<file path="src/rtl/present_pkg.sv">
// Shared PRESENT cipher primitives: S-box table, bit permutation and FSM state type.
package present_pkg;

  localparam int KEY80  = 80;
  localparam int KEY128 = 128;

  // Element [x] holds S(x); listed from x=15 down to x=0.
  localparam logic [15:0][3:0] SBOX = {
    4'h2, 4'h1, 4'h7, 4'h4, 4'h8, 4'hF, 4'hE, 4'h3,
    4'hD, 4'hA, 4'h0, 4'h9, 4'hB, 4'h6, 4'h5, 4'hC
  };

  typedef enum logic [1:0] {
    IDLE,
    READY,
    RUN,
    DONE
  } present_fsm_t;

  function automatic logic [3:0] sbox4(input logic [3:0] x);
    return SBOX[x];
  endfunction

  // Bit i moves to 16*(i mod 4) + i/4, i.e. the index with its 2-bit and 4-bit fields swapped.
  function automatic logic [63:0] player64(input logic [63:0] x);
    logic [63:0] y;
    y = '0;
    for (logic [6:0] i = 7'd0; i < 7'd64; i++) begin
      y[{i[1:0], i[5:2]}] = x[i[5:0]];
    end
    return y;
  endfunction

endpackage

</file>
<file path="src/rtl/present_key_schedule.sv">
// Combinational PRESENT key-register update for one round (80- or 128-bit variant).
import present_pkg::*;

module present_key_schedule #(
  parameter int KEY_W = 80
) (
  input  logic [KEY_W-1:0] rk_i,
  input  logic [4:0]       cnt_i,
  output logic [KEY_W-1:0] rk_o
);

  logic [KEY_W-1:0] rot;

  assign rot = {rk_i[KEY_W-62:0], rk_i[KEY_W-1:KEY_W-61]};

  generate
    if (KEY_W == KEY128) begin : g_k128
      always_comb begin
        rk_o            = rot;
        rk_o[127:124]   = sbox4(rot[127:124]);
        rk_o[123:120]   = sbox4(rot[123:120]);
        rk_o[66:62]     = rot[66:62] ^ cnt_i;
      end
    end else begin : g_k80
      always_comb begin
        rk_o          = rot;
        rk_o[79:76]   = sbox4(rot[79:76]);
        rk_o[19:15]   = rot[19:15] ^ cnt_i;
      end
    end
  endgenerate

endmodule

</file>
<file path="src/rtl/present_sub_per.sv">
// Combinational PRESENT round body: sixteen parallel 4-bit S-boxes followed by the bit permutation.
import present_pkg::*;

module sub_per (
  input  logic [63:0] state_i,
  output logic [63:0] state_o
);

  logic [63:0] sub;

  generate
    for (genvar gi = 0; gi < 16; gi++) begin : g_sbox
      assign sub[4*gi +: 4] = sbox4(state_i[4*gi +: 4]);
    end
  endgenerate

  assign state_o = player64(sub);

endmodule

</file>
<file path="src/rtl/present_encryptor_param.sv">
// PRESENT encryption core, one round per clock, retained master key, valid/ready on all three streams.
import present_pkg::*;

module present_encryptor_param #(
  parameter int KEY_W  = 80,
  parameter int ROUNDS = 31
) (
  input  logic             clk_i,
  input  logic             rst_i,
  input  logic [KEY_W-1:0] key_i,
  input  logic             key_valid_i,
  output logic             key_ready_o,
  input  logic [63:0]      data_i,
  input  logic             data_valid_i,
  output logic             data_ready_o,
  output logic [63:0]      data_o,
  output logic             data_valid_o,
  input  logic             data_ready_i,
  output logic             busy_o
);

  generate
    if (KEY_W != KEY80 && KEY_W != KEY128) begin : g_bad_key_w
      $error("present_encryptor_param: KEY_W must be 80 or 128");
    end
    if (ROUNDS < 1 || ROUNDS > 31) begin : g_bad_rounds
      $error("present_encryptor_param: ROUNDS must be in 1..31");
    end
  endgenerate

  localparam logic [4:0] LAST_CNT = 5'(ROUNDS);

  present_fsm_t     state_q, state_d;
  logic [KEY_W-1:0] mkey_q, mkey_d;
  logic [KEY_W-1:0] rk_q, rk_d, rk_next;
  logic [63:0]      st_q, st_d;
  logic [4:0]       cnt_q, cnt_d;
  logic [63:0]      round_key;
  logic [63:0]      sp_out;

  assign round_key = rk_q[KEY_W-1 -: 64];

  sub_per u_sub_per (
    .state_i (st_q ^ round_key),
    .state_o (sp_out)
  );

  present_key_schedule #(
    .KEY_W (KEY_W)
  ) u_key_schedule (
    .rk_i  (rk_q),
    .cnt_i (cnt_q),
    .rk_o  (rk_next)
  );

  always_ff @(posedge clk_i or posedge rst_i) begin
    if (rst_i) begin
      state_q <= IDLE;
      mkey_q  <= '0;
      rk_q    <= '0;
      st_q    <= '0;
      cnt_q   <= '0;
    end else begin
      state_q <= state_d;
      mkey_q  <= mkey_d;
      rk_q    <= rk_d;
      st_q    <= st_d;
      cnt_q   <= cnt_d;
    end
  end

  always_comb begin
    state_d      = state_q;
    mkey_d       = mkey_q;
    rk_d         = rk_q;
    st_d         = st_q;
    cnt_d        = cnt_q;
    key_ready_o  = 1'b0;
    data_ready_o = 1'b0;
    data_valid_o = 1'b0;
    data_o       = '0;
    busy_o       = 1'b0;

    unique case (state_q)
      IDLE: begin
        key_ready_o = 1'b1;
        if (key_valid_i) begin
          mkey_d  = key_i;
          state_d = READY;
        end
      end

      READY: begin
        key_ready_o  = 1'b1;
        data_ready_o = !key_valid_i;
        // A key offer wins over a plaintext offered in the same cycle.
        if (key_valid_i) begin
          mkey_d = key_i;
        end else if (data_valid_i) begin
          st_d    = data_i;
          rk_d    = mkey_q;
          cnt_d   = 5'd1;
          state_d = RUN;
        end
      end

      RUN: begin
        busy_o = 1'b1;
        st_d   = sp_out;
        rk_d   = rk_next;
        if (cnt_q == LAST_CNT) begin
          state_d = DONE;
        end else begin
          cnt_d = cnt_q + 5'd1;
        end
      end

      DONE: begin
        data_valid_o = 1'b1;
        data_o       = st_q ^ round_key;
        data_ready_o = data_ready_i;
        // Consuming the result while a new block is offered restarts without a bubble.
        if (data_ready_i) begin
          if (data_valid_i) begin
            st_d    = data_i;
            rk_d    = mkey_q;
            cnt_d   = 5'd1;
            state_d = RUN;
          end else begin
            state_d = READY;
          end
        end
      end

      default: state_d = IDLE;
    endcase
  end

endmodule

</file>
<file path="config.mk">
export PLATFORM = sky130hd
export DESIGN_NAME = present_encryptor_param
export DESIGN_NICKNAME = d
export VERILOG_FILES = /design/src/rtl/present_pkg.sv /design/src/rtl/present_key_schedule.sv /design/src/rtl/present_sub_per.sv /design/src/rtl/present_encryptor_param.sv
export SDC_FILE = /design/constraint.sdc
export NUM_CORES = 1
export LEC_CHECK = 0
export BUFFER_PORTS_ARGS = -buffer_cell sky130_fd_sc_hd__buf_2
export CAP_MARGIN = 20
export CORE_MARGIN = 3
export CORE_UTILIZATION = 45
export DETAILED_ROUTE_END_ITERATION = 16
export PLACE_DENSITY = 0.73
export SLEW_MARGIN = 20
export SYNTH_ARGS = -nofsm -noshare
export SYNTH_HDL_FRONTEND = slang
export SYNTH_SLANG_ARGS = --single-unit
</file>
<file path="constraint.sdc">
create_clock -name clk_i -period 10.55 [get_ports clk_i]
set_clock_uncertainty 0.05 [all_clocks]
set_input_delay 2.11 -clock clk_i [delete_from_list [all_inputs] [get_ports clk_i]]
set_output_delay 2.11 -clock clk_i [all_outputs]
set_load 0.005 [all_outputs]
</file>
; ---- Word level (Yosys, flattened, before mapping)
; Memories as Yosys holds them, arrays and structs flattened.
; Cells that the tools add are included.
[word_totals]
mem_bits_rw = 0
inputBits = 149
latch_bits = 0
word_cells = 102
out_inout_bits = 68
regBits = 231
mem_bits_ro = 1088
n_memories = 17
[memory_table]
columns = memory, words, word_bits, rd, rd_ports_with_merged_regs, write_ports, line_no
row1 = (no name shown), 16, 4, 1, 0, 0, present_pkg.sv:21  ; return SBOX[x];
row2 = (no name shown), 16, 4, 1, 0, 0, present_pkg.sv:21
row3 = (no name shown), 16, 4, 1, 0, 0, present_pkg.sv:21
row4 = (no name shown), 16, 4, 1, 0, 0, present_pkg.sv:21
row5 = (no name shown), 16, 4, 1, 0, 0, present_pkg.sv:21
row6 = (no name shown), 16, 4, 1, 0, 0, present_pkg.sv:21
row7 = +11 memories, n/a, n/a, n/a, n/a, n/a, n/a
[op_classes]
reduce_logical = 8
n_eq_ne = 10
muxes = 42
magnitude_cmp = 17
div_mod_pow = 0
shift = 0
multipliers = 0
n_bitwise = 2
add_sub_neg = 1
[op_table]
columns = op, count
row1 = 2-to-1 mux 64 bit, 4
row2 = 2-to-1 mux 80 bit, 3
row3 = one-hot mux 80 bit (3 select lines), 1
row4 = one-hot mux 64 bit (3 select lines), 1
row5 = < comparator 4 x 5 -> 1 bit (second input constant), 17
row6 = 2-to-1 mux 4 bit, 17
row7 = XOR 64 bit, 1
row8 = 2-to-1 mux 5 bit, 4
row9 = one-hot mux 5 bit (3 select lines), 1
row10 = 2-to-1 mux 2 bit, 6
row11 = != test 2 bit (second input constant), 6
row12 = one-hot mux 2 bit (4 select lines), 1
row13 = adder 5 x 1 -> 5 bit (second input constant), 1
row14 = == test 5 bit (second input constant), 1
row15 = AND reduction 5 bit, 1
row16 = XOR 5 bit, 1
row17 = == test 2 bit (second input constant), 2
row18 = AND reduction 4 bit, 1
row19 = 2-to-1 mux 1 bit, 3
row20 = AND reduction 3 bit, 1
row21 = nonzero test 3 bit, 1
row22 = == test 2 x 1 -> 1 bit (second input constant), 1
row23 = logical NOT 2 bit, 1
row24 = one-hot mux 1 bit (2 select lines), 1
row25 = other kinds (3), 3

; ---- Depth between registers and ports, before layout
; Gate-level depths: netlist (run 1).
[logic_depth]
ltp_word = 4
mapped_depth = 7
mapped_depth_nobuf = 7

; ---- Cells and area by module
; From an unflattened synthesis (run 1), not the netlist that was laid out.
[hier_totals]
cells_unflattened = 1375
hier_area_um2 = 15103.2
[modules_own_cells]
columns = mod, cells_per_inst, area_each_um2, n_inst, seq_area_each_um2
row1 = present_encryptor_param, 977, 11432.2, 1, 5780.5
row2 = sub_per, 304, 2909.0, 1, 0.0
row3 = present_key_schedule, 94, 762.0, 1, 0.0

; ---- Worst setup path before layout (run 1)
; No wires, ideal clock.
[synth_timing]
path_kind = input -> output
startpoint = in key_valid_i
endpoint = out data_ready_o
required_ps = 8390
n_path_buf = 1
arrival_ps = 2506
slack_ps = 5884
cell_stages = 3
cell_sequence = nand2b_1 -> buf_2 -> and3_1
[synth_between]
elab_chain_len = 2
[synth_rtl]
columns = element, line_no
row1 = start: declaration, present_encryptor_param.sv:11  ; input logic key_valid_i,
row2 = logical NOT 1 bit, present_encryptor_param.sv:95  ; data_ready_o = !key_valid_i;
row3 = one-hot mux 1 bit (2 select lines), present_encryptor_param.sv:84  ; unique case (state_q)
row4 = end: declaration, present_encryptor_param.sv:15  ; output logic data_ready_o,
; No other way between the ends.

; ---- Worst setup path in the final report (run 1)
; Ends and elaborated chain as after synthesis.

==> results of run 1 <==
## through the flow
stage | cells | total power [mW] | setup slack [ns]
after floorplan | 1489 | 3.884 | 2.057
after global placement | 2016 | 4.665 | 5.062
after detailed placement | 2016 | 4.811 | 5.052
after CTS | 2064 | 5.849 | 5.053
after global routing | 2064 | 6.269 | 4.972
final | 2064 | 5.879 | 5.097
## final cells by class
type | count | area [sq um] | area share, %
clock buffers | 35 | 734.5 | 4.659
repair buffers | 227 | 1164 | 7.382
flip-flops and latches | 231 | 5781 | 36.67
inverters | 71 | 274.0 | 1.738
multi-input cells | 1103 | 7097 | 45.02
clock inverters | 13 | 232.7 | 1.476
well taps | 384 | 480.5 | 3.048
## kinds of logic (layout without fill, tap and decap cells)
family | Yosys count | count (layout) | synth area share (%)
simple gates | 632 | 632 | 18.76
flops | 231 | 231 | 42.84
compound gates | 206 | 206 | 9.476
buf+inv | 155 | 346 | 4.840
mux | 90 | 90 | 10.09
xor+xnor | 88 | 88 | 5.934
fa+ha+maj | 87 | 87 | 8.067
## sequential cells by signal, indices dropped and copies added (netlist names)
signal	flops
state_q	2
cnt_q	5
st_q	64
mkey_q	80
rk_q	80
## synth_stat cells (all sizes together) (2+ instances only)
| library cell | count | area share, % |
|---|---|---|
| buf | 38 | 1.6 |
| nand2b | 4 | 0.19 |
| xnor2 | 67 | 4.5 |
| mux4 | 34 | 5.9 |
| inv | 71 | 2.0 |
| and3 | 3 | 0.14 |
| a22oi | 24 | 1.3 |
| nor3 | 6 | 0.22 |
| clkbuf | 46 | 1.3 |
| nor2 | 175 | 4.9 |
| a21oi | 23 | 0.85 |
| ha | 87 | 8.1 |
| nand4 | 2 | 0.14 |
| dfrtp | 231 | 43 |
| a2bb2oi | 2 | 0.18 |
| and2 | 17 | 0.79 |
| nand2 | 405 | 11 |
| o21ai | 50 | 1.9 |
| nor3b | 10 | 0.68 |
| a31oi | 73 | 3.4 |
| nor2b | 8 | 0.37 |
| a211oi | 11 | 0.61 |
| o22ai | 17 | 0.79 |
| xor2 | 21 | 1.4 |
| mux2i | 55 | 4.1 |
## report_power, final
part	switching [mW]	internal [mW]	leakage, nW
Combinational	1.77	1.40	4.56
Clock	0.375	0.636	0.473
Sequential	0.440	1.25	2.72
## critical path, stage by stage
cell,delay (ns)
buf_2,0.13
nand2b_2,0.06
buf_4,0.61
and3_1,0.26
buf_2,0.11
## layer usage
metal	vias up	share of wire [%]	global-route usage, %
met3	67	8.9	4.257
li1	5272	-	-
met5	-	0	0
met4	0	3.6	7.990
met1	5540	43	35.77
met2	520	44	38.21
## worst paths after layout
kind                            depth (start not counted)        start            to
min in group asynchronous                               2        rst_i    mkey_q[76]
worst min-delay path                                    2   mkey_q[15]    mkey_q[15]
worst min register to register                          2   mkey_q[15]    mkey_q[15]
worst max register to register                          6   state_q[0]      st_q[42]
worst max-delay path                                    5  key_valid_i  data_ready_o
max in group asynchronous                               3        rst_i      st_q[63]
==> qor.json, run 1 <==
{
  "routabilityCongestion": {"value": 0.9251},
  "syn_nets": {"value": 1725},
  "setup.reg_to_reg.worst_slack": {"value": 7.27, "unit": "ns"},
  "grt_max_degree": {"value": 137},
  "post_synth.cell_area_avg": {"value": 9.063, "unit": "sq um"},
  "dp_hpwl": {"value": 29970, "unit": "microns"},
  "grt_pass1_wl": {"value": 61120, "unit": "microns"},
  "hold_buffers": {"value": 0},
  "die-width": {"value": 179.2, "unit": "microns"},
  "post_drt_via_cell_ratio": {"value": 5.523},
  "drt_iter0_markers": {"value": 1134},
  "gr-usage-all-layers": {"value": 24.81, "unit": "%"},
  "layout.cells.most_common": {"value": "nand2_1"},
  "setup-violations-final": {"value": 0},
  "placeableCoreArea": {"value": 29090, "unit": "sq um"},
  "insertion_delay": {"value": 0.54, "unit": "ns"},
  "io_buffer_count": {"value": 216},
  "layout.nets": {"value": 1896},
  "finalHoldWorstSlack": {"value": 0.4241, "unit": "ns"},
  "postRouteWirelength": {"value": 40710, "unit": "microns"},
  "postLayoutCoreUtil": {"value": 54.18, "unit": "%"},
  "peakVddDrop": {"value": 0.1655, "unit": "mV"},
  "synth-async-reset-ratio": {"value": 100.0, "unit": "%"},
  "synth_warnings": {"value": 0},
  "unrepaired_setup_endpoints_after_global_routing": {"value": "no"},
  "fp.dieH": {"value": 179.2, "unit": "microns"},
  "placement.cell_area": {"value": 14800, "unit": "sq um"},
  "class_of_the_most_critical_setup_path": {"value": "primary input to primary output"},
  "worst_hold_path_type": {"value": "register to register"},
  "clock_tree.htree_level_count": {"value": 1},
  "run_status": {"value": "complete, no violations"},
  "leakage": {"value": 7.757, "unit": "nW"},
  "cts_tree": {"value": "done"},
  "postLayoutCellArea": {"value": 15760, "unit": "sq um"},
  "clock_tree.buffer_depth": {"value": 3},
  "post-route-drc-count": {"value": 0},
  "routedWlPerCell": {"value": 19.72, "unit": "microns"},
  "final_max_slew_viol_count": {"value": 0},
  "root_buffer": {"value": "clkbuf_16"},
  "globalRouteOverflowTotal": {"value": 0},
  "crit_path_time_final": {"value": 5.453, "unit": "ns"},
  "row_count": {"value": 62},
  "cts-buffers-inserted": {"value": 26},
  "grt_antenna_before_repair": {"value": 0},
  "most-common-layout-cells": {"value": "nand2_1, dfrtp_1, buf_2, nor2_1, ha_1"},
  "postSynthRegisterBits": {"value": 231},
  "syn_to_final_growth": {"value": 16.81, "unit": "%"},
  "synth_enable_flop_cells": {"value": 0},
  "critical_path.endpoint_type": {"value": "primary output"},
  "antenna_cells_inserted": {"value": 0},
  "cts_post_setup_buffers_inserted": {"value": 0},
  "first_global_vias": {"value": 10840},
  "boundaryPins": {"value": 217},
  "via_count": {"value": 11400},
  "first_pass_iters": {"value": 5},
  "initial_core_utilization": {"value": 46.39, "unit": "%"},
  "worst-path-max-fanout": {"value": 83},
  "start_kind": {"value": "primary input"},
  "arrival": {"value": 3.29, "unit": "ns"},
  "fin_crit_sh": {"value": 51.69, "unit": "%"},
  "drtAntennaViolNets": {"value": 0},
  "syn-instance-count": {"value": 1489},
  "worst_slew_pin_slew": {"value": 1.011, "unit": "ns"},
  "fp.dieArea": {"value": 32100, "unit": "sq um"},
  "timing.slew.headroom": {"value": 32.59, "unit": "%"},
  "synth_ff_type": {"value": "dfrtp_1"},
  "cts.clk_slew.worst_paths": {"value": 0.06, "unit": "ns"},
  "tns": {"value": 0, "unit": "ns"},
  "required": {"value": 8.39, "unit": "ns"},
  "max_cap_violations": {"value": 0},
  "cts_num_sinks": {"value": 231},
  "synthDistinctLibCells": {"value": 45},
  "yosysSeqAreaShare": {"value": 42.84, "unit": "%"},
  "fillers": {"value": 2668},
  "mappedNetlistArea": {"value": 13490, "unit": "sq um"},
  "layout-drive-gt1-share": {"value": 18.75, "unit": "%"},
  "power_density_over_cell_area": {"value": 373.0, "unit": "nW/um^2"},
  "post_cts_resize_count": {"value": 0},
  "timing_hold_violations_final": {"value": 0},
  "maxClockFrequency": {"value": 183.4, "unit": "MHz"}
}
(Power assumes the default switching activity.)
==> run 2, diff against run 1 <==
- clock period: 10.55 -> 5.3 ns (I/O delays scaled with it)
==> run 2 against run 1 <==
Effect of this change:
- worst setup slack worse by 3.3 ns
- sequential cell count unchanged
- final area down 0.19%
- clock-buffer cell count up 1
- wire length up 1.3%
- via count about the same
- utilization down 0.10 points
- sequential share of layout area up 0.070 points
- critical path depth down 1
- global-route usage up 0.11 points
==> qor.json, run 2 (synthesis gave the netlist of run 1 again) <==
{
  "layout.nets": {"value": 1897, "change": "was 1896"},
  "first_global_vias": {"value": 10860, "change": "was 10840"},
  "dp_worst_setup_slack": {"value": 2.334, "unit": "ns", "change": "was 5.052 ns"},
  "grt_max_degree": {"value": 105, "change": "was 137"},
  "swShare": {"value": 44.57, "unit": "%", "change": "was 44.04%"},
  "power_density_over_cell_area": {"value": 738.8, "unit": "nW/um^2", "change": "was 373.0 nW/um^2"},
  "root_buffer": {"value": "clkbuf_16", "change": "unchanged"},
  "syn_to_final_growth": {"value": 16.59, "unit": "%", "change": "was 16.81%"},
  "dp.cells": {"value": 2018, "change": "was 2016"},
  "fin_crit_sh": {"value": 65.57, "unit": "%"},
  "p_int": {"value": 6.442, "unit": "mW", "change": "was 3.290 mW"},
  "peakVddDrop": {"value": 0.3234, "unit": "mV", "change": "was 0.1655 mV"},
  "cts_num_sinks": {"value": 231, "change": "unchanged"},
  "netSwitchingPower": {"value": 5.181, "unit": "mW", "change": "was 2.589 mW"},
  "run_status": {"value": "complete, no violations", "change": "unchanged"},
  "io_buffer_count": {"value": 216, "change": "unchanged"},
  "postRouteWirelength": {"value": 41220, "unit": "microns", "change": "was 40710 microns"},
  "worst_hold_path_type": {"value": "register to register", "change": "unchanged"},
  "arrival": {"value": 2.37, "unit": "ns", "change": "was 3.29 ns"},
  "initial_core_utilization": {"value": 46.39, "unit": "%", "change": "unchanged"},
  "most-common-layout-cells": {"value": "nand2_1, dfrtp_1, buf_2, nor2_1, ha_1", "change": "unchanged"},
  "post_drt_via_cell_ratio": {"value": 5.532, "change": "was 5.523"},
  "start_kind": {"value": "register", "change": "was primary input"},
  "drt_iter0_markers": {"value": 1192, "change": "was 1134"},
  "row_count": {"value": 62, "change": "unchanged"},
  "timing_hold_violations_final": {"value": 0, "change": "unchanged"},
  "via_count": {"value": 11410, "change": "was 11400"},
  "clock_power_share": {"value": 16.2, "unit": "%", "change": "was 17.2%"},
  "post_cts_resize_count": {"value": 0, "change": "unchanged"},
  "p_comb_share": {"value": 54.7, "unit": "%", "change": "was 54.0%"},
  "post-route-drc-count": {"value": 0, "change": "unchanged"},
  "routabilityCongestion": {"value": 0.9027, "change": "was 0.9251"},
  "largest_registers": {"value": "mkey_q (80), rk_q (80), st_q (64)", "change": "unchanged"},
  "seqCellArea": {"value": 5781, "unit": "sq um", "change": "unchanged"},
  "clock_tree.htree_level_count": {"value": 1, "change": "unchanged"},
  "finalHoldWorstSlack": {"value": 0.4273, "unit": "ns", "change": "was 0.4241 ns"},
  "grt_antenna_before_repair": {"value": 2, "change": "was 0"},
  "cts-buffers-inserted": {"value": 25, "change": "was 26"},
  "layout-drive-gt1-share": {"value": 18.65, "unit": "%", "change": "was 18.75%"},
  "fin_ws": {"value": 1.825, "unit": "ns", "change": "was 5.097 ns"},
  "multi_input_area": {"value": 7098, "unit": "sq um", "change": "was 7097 sq um"},
  "drtAntennaViolNets": {"value": 0, "change": "unchanged"},
  "final_max_slew_viol_count": {"value": 0, "change": "unchanged"},
  "gr-usage-all-layers": {"value": 24.92, "unit": "%", "change": "was 24.81%"},
  "worst_slew_pin_slew": {"value": 0.9804, "unit": "ns", "change": "was 1.011 ns"},
  "class_of_the_most_critical_setup_path": {"value": "register to primary output", "change": "was primary input to primary output"},
  "fp.dieArea": {"value": 32100, "unit": "sq um", "change": "unchanged"},
  "final_cell_count_no_fill": {"value": 2062, "change": "was 2064"},
  "power_frac_seq": {"value": 29.1, "unit": "%", "change": "was 28.8%"},
  "antenna_cells_inserted": {"value": 0, "change": "unchanged"},
  "placeableCoreArea": {"value": 29090, "unit": "sq um", "change": "unchanged"},
  "clock_tree.buffer_depth": {"value": 3, "change": "unchanged"},
  "unrepaired_setup_endpoints_after_global_routing": {"value": "no", "change": "unchanged"},
  "cts_tree": {"value": "done", "change": "unchanged"},
  "leakage": {"value": 7.728, "unit": "nW", "change": "was 7.757 nW"},
  "grt_pass1_wl": {"value": 61170, "unit": "microns", "change": "was 61120 microns"},
  "critical_path.endpoint_type": {"value": "primary output", "change": "unchanged"},
  "boundaryPins": {"value": 217, "change": "unchanged"},
  "required": {"value": 4.19, "unit": "ns", "change": "was 8.39 ns"},
  "max_cap_violations": {"value": 0, "change": "unchanged"},
  "hold_buffers": {"value": 0, "change": "unchanged"},
  "timing.slew.headroom": {"value": 34.64, "unit": "%", "change": "was 32.59%"},
  "tns": {"value": 0, "unit": "ns", "change": "unchanged"},
  "globalRouteOverflowTotal": {"value": 0, "change": "unchanged"},
  "insertion_delay": {"value": 0.54, "unit": "ns", "change": "about the same"},
  "first_pass_iters": {"value": 5, "change": "unchanged"},
  "cts.clk_slew.worst_paths": {"value": 0.06, "unit": "ns", "change": "about the same"},
  "fillers": {"value": 2651, "change": "was 2668"},
  "die-width": {"value": 179.2, "unit": "microns", "change": "unchanged"},
  "crit_path_time_final": {"value": 3.475, "unit": "ns"},
  "setup-violations-final": {"value": 0, "change": "unchanged"},
  "fp.dieH": {"value": 179.2, "unit": "microns", "change": "unchanged"},
  "maxClockFrequency": {"value": 287.8, "unit": "MHz"},
  "dp_hpwl": {"value": 30510, "unit": "microns", "change": "was 29970 microns"},
  "layout.cells.most_common": {"value": "nand2_1", "change": "unchanged"},
  "routedWlPerCell": {"value": 19.99, "unit": "microns", "change": "was 19.72 microns"},
  "cts_post_setup_buffers_inserted": {"value": 0, "change": "unchanged"},
  "worst-path-max-fanout": {"value": 42, "change": "was 83"}
}
## run 2: cell type report
| type | instances | share of cell area [%] |
|---|---|---|
| Inverter | 71 | 1.718 |
| Timing Repair Buffer | 229 | 7.730 |
| Tap cell | 384 | 3.054 |
| Clock buffer | 36 | 4.621 |
| Multi-Input combinational cell | 1103 | 45.12 |
| Sequential cell | 231 | 36.74 |
| Clock inverter | 8 | 1.018 |
## run 2: through the flow
stage          utilization (%)  cell area [sq um]  power (mW)
3_5_place_dp             51.03              14850       9.649
5_1_grt                  54.08              15730       12.35
4_1_cts                  54.08              15730       11.57
6_report                 54.08              15730       11.62
2_1_floorplan                -              13500       7.731
3_3_place_gp             51.03              14840       9.359
## run 2: power groups by stage
stage	registers, mW	logic (mW)	clock network (mW)
floorplan	2.95	4.78	0
global placement	3.33	6.03	0
detailed placement	3.35	6.30	0
CTS	3.33	6.34	1.90
global route	3.42	6.97	1.97
finish	3.38	6.36	1.88
## run 2: final timing paths
check,from,endpoint,slack (ns),cells after the start
worst min-delay path,mkey_q[52],mkey_q[52],0.43,2
min in group asynchronous,rst_i,mkey_q[7],0.63,2
worst min register to register,mkey_q[52],mkey_q[52],0.43,2
max in group asynchronous,rst_i,mkey_q[56],3.64,3
worst max register to register,rk_q[68],st_q[45],2.67,6
worst max-delay path,state_q[1],data_o[36],1.82,4
## run 2: critical path: stages (launching register included)
cell and delay (ns):
dfrtp_1 0.65, nand2_2 0.47, buf_4 0.41, nor2_1 0.14
buf_2 0.13
## run 2: metal layers
layer	vias up	routed length (microns)	track usage [%]
met5	-	14	0
met4	4	1406	7.990
met3	83	3845	3.833
met2	511	18090	38.56
met1	5532	17860	36.09
li1	5278	-	-
==> run 3, diff against run 2 <==
- clock period: 5.3 -> 3.45 ns (I/O delays scaled with it)
==> run 3 against run 2 <==
Effect of this change:
- cell count grew 0.19%
- sequential power grew 53%
- wire length down 1.1%
- via count is 0.71% lower
- critical path depth is the same
- register-to-register slack got worse by 1.8 ns
- utilization shrank 0.24 points
- first-iteration DRC count is 16% lower
- sequential cell count unchanged
- largest cell class unchanged
- power up 51%
- global-route usage rose by 0.20 points
- non-clock buffer count grew 4
==> qor.json, run 3 (synthesis gave the netlist of run 1 again) <==
{
  "run_status": {"value": "complete, no violations", "change": "unchanged"},
  "fp.dieArea": {"value": 32100, "unit": "sq um", "change": "unchanged"},
  "grt_pass1_wl": {"value": 61910, "unit": "microns", "change": "was 61170 microns"},
  "post_cts_resize_count": {"value": 0, "change": "unchanged"},
  "fin_crit_sh": {"value": 93.08, "unit": "%"},
  "post-route-drc-count": {"value": 0, "change": "unchanged"},
  "cts_num_sinks": {"value": 231, "change": "unchanged"},
  "placeableCoreArea": {"value": 29090, "unit": "sq um", "change": "unchanged"},
  "setup-violations-final": {"value": 0, "change": "unchanged"},
  "crit-reg2reg-launch": {"value": "rk_q[64]", "change": "was rk_q[68]"},
  "cts.clk_slew.worst_paths": {"value": 0.06, "unit": "ns", "change": "about the same"},
  "via_count": {"value": 11330, "change": "was 11410"},
  "hold_buffers": {"value": 0, "change": "unchanged"},
  "final_cell_count_no_fill": {"value": 2066, "change": "was 2062"},
  "routedWlPerCell": {"value": 19.73, "unit": "microns", "change": "was 19.99 microns"},
  "die-width": {"value": 179.2, "unit": "microns", "change": "unchanged"},
  "dp_hpwl": {"value": 29980, "unit": "microns", "change": "was 30510 microns"},
  "postRouteWirelength": {"value": 40750, "unit": "microns", "change": "was 41220 microns"},
  "setup.reg_to_reg.worst_slack": {"value": 0.92, "unit": "ns", "change": "was 2.67 ns"},
  "unrepaired_setup_endpoints_after_global_routing": {"value": "no", "change": "unchanged"},
  "drt_iter0_markers": {"value": 997, "change": "was 1192"},
  "row_count": {"value": 62, "change": "unchanged"},
  "globalRouteOverflowTotal": {"value": 0, "change": "unchanged"},
  "dp.cells": {"value": 2022, "change": "was 2018"},
  "p_comb_share": {"value": 56.0, "unit": "%", "change": "was 54.7%"},
  "p_int": {"value": 9.601, "unit": "mW", "change": "was 6.442 mW"},
  "post_drt_via_cell_ratio": {"value": 5.483, "change": "was 5.532"},
  "cts_tree": {"value": "done", "change": "unchanged"},
  "gr-usage-all-layers": {"value": 25.12, "unit": "%", "change": "was 24.92%"},
  "max_cap_violations": {"value": 0, "change": "unchanged"},
  "critical_path.endpoint_type": {"value": "primary output", "change": "unchanged"},
  "insertion_delay": {"value": 0.54, "unit": "ns", "change": "about the same"},
  "final_max_slew_viol_count": {"value": 0, "change": "unchanged"},
  "class_of_the_most_critical_setup_path": {"value": "register to primary output", "change": "unchanged"},
  "most-common-layout-cells": {"value": "nand2_1, dfrtp_1, buf_2, nor2_1, ha_1", "change": "unchanged"},
  "leakage": {"value": 7.697, "unit": "nW", "change": "was 7.728 nW"},
  "grt_antenna_before_repair": {"value": 0, "change": "was 2"},
  "io_buffer_count": {"value": 216, "change": "unchanged"},
  "postLayoutCoreUtil": {"value": 53.85, "unit": "%", "change": "was 54.08%"},
  "root_buffer": {"value": "clkbuf_16", "change": "unchanged"},
  "first_pass_iters": {"value": 7, "change": "was 5"},
  "critical_path.startpoint": {"value": "state_q[1]", "change": "unchanged"},
  "grt_max_degree": {"value": 172, "change": "was 105"},
  "arrival": {"value": 2.47, "unit": "ns", "change": "was 2.37 ns"},
  "largest_registers": {"value": "mkey_q (80), rk_q (80), st_q (64)", "change": "unchanged"},
  "syn_to_final_growth": {"value": 16.08, "unit": "%", "change": "was 16.59%"},
  "finalHoldWorstSlack": {"value": 0.2840, "unit": "ns", "change": "was 0.4273 ns"},
  "timing.slew.headroom": {"value": 41.30, "unit": "%", "change": "was 34.64%"},
  "boundaryPins": {"value": 217, "change": "unchanged"},
  "worstReg2RegEnd": {"value": "st_q[44]", "change": "was st_q[45]"},
  "worst_hold_path_type": {"value": "primary input to register", "change": "was register to register"},
  "start_kind": {"value": "register", "change": "unchanged"},
  "crit_path_time_final": {"value": 3.211, "unit": "ns"},
  "worst_slew_pin_slew": {"value": 0.8742, "unit": "ns", "change": "was 0.9804 ns"},
  "drtAntennaViolNets": {"value": 0, "change": "unchanged"},
  "clock_tree.buffer_depth": {"value": 3, "change": "unchanged"},
  "netSwitchingPower": {"value": 7.898, "unit": "mW", "change": "was 5.181 mW"},
  "antenna_cells_inserted": {"value": 0, "change": "unchanged"},
  "worst-path-max-fanout": {"value": 38, "change": "was 42"},
  "cts_post_setup_buffers_inserted": {"value": 0, "change": "unchanged"},
  "power_density_over_cell_area": {"value": 1117, "unit": "nW/um^2", "change": "was 738.8 nW/um^2"},
  "fp.dieH": {"value": 179.2, "unit": "microns", "change": "unchanged"},
  "routabilityCongestion": {"value": 0.9093, "change": "was 0.9027"},
  "initial_core_utilization": {"value": 46.39, "unit": "%", "change": "unchanged"},
  "first_global_vias": {"value": 10940, "change": "was 10860"},
  "swShare": {"value": 45.14, "unit": "%", "change": "was 44.57%"},
  "timing_hold_violations_final": {"value": 0, "change": "unchanged"},
  "hold-path-endpoint": {"value": "mkey_q[24]", "change": "was mkey_q[52]"},
  "peakVddDrop": {"value": 0.5362, "unit": "mV", "change": "was 0.3234 mV"},
  "clock_power_share": {"value": 14.4, "unit": "%", "change": "was 16.2%"},
  "required": {"value": 2.71, "unit": "ns", "change": "was 4.19 ns"},
  "maxClockFrequency": {"value": 311.4, "unit": "MHz"},
  "layout.cells.most_common": {"value": "nand2_1", "change": "unchanged"},
  "layout.nets": {"value": 1901, "change": "was 1897"},
  "cts-buffers-inserted": {"value": 25, "change": "unchanged"},
  "layout-drive-gt1-share": {"value": 18.49, "unit": "%", "change": "was 18.65%"},
  "hold_path_depth": {"value": 3, "change": "was 2"},
  "min-delay-start": {"value": "key_i[24]", "change": "was mkey_q[52]"},
  "clock_tree.htree_level_count": {"value": 1, "change": "unchanged"},
  "power_frac_seq": {"value": 29.6, "unit": "%", "change": "was 29.1%"},
  "timing.reg2reg.worst_path_depth": {"value": 6, "change": "unchanged"}
}
run 3: per-stage QoR:
step | total power [mW] | TNS (ns) | setup slack, ns | cell area [sq um]
finish | 17.50 | 0 | 0.2386 | 15660
global placement | 14.42 | 0 | 0.8655 | 14910
global route | 18.73 | 0 | 0.01538 | 15660
floorplan | 11.88 | -72.06 | -0.3119 | 13500
detailed placement | 14.85 | 0 | 0.7621 | 14910
CTS | 17.43 | 0 | 0.2089 | 15660
run 3: how the worst max path moves through the flow:
stage	to	slack, ns
after floorplan	cnt_q[0]	-0.31
after global placement	data_o[35]	0.87
after detailed placement	data_o[35]	0.76
after CTS	data_o[35]	0.21
after global routing	data_o[35]	0.02
final	data_o[35]	0.24
run 3: per-layer routing:
metal / GRT usage (%) / wire (microns)
met1: 35.46 / 17610
met2: 37.88 / 17630
met4: 9.085 / 1579
met5: 0 / 0
met3: 5.930 / 3928
run 3: final cells by class:
class                      instances  area (sq um)
fill                            2705         13430
multi-input combinational       1103          7093
inverter                          71         270.3
clock buffer                      37         700.7
tap                              384         480.5
clock inverter                     7         55.05
sequential                       231          5781
timing repair buffer             233          1284
run 3: power groups by stage:
stage                     clock, mW  sequential, mW  combinational, mW
after global placement            0            5.13               9.29
after floorplan                   0            4.53               7.34
final                          2.53            5.18               9.79
after CTS                      2.57            5.13               9.73
after global routing           2.68            5.28               10.8
after detailed placement          0            5.17               9.68
run 3: worst max-delay path, stage by stage, from the launching register on:
cell and delay, ns:
dfrtp_1 0.66, nand2_2 0.56, buf_4 0.43, nor2b_1 0.13, buf_2 0.12
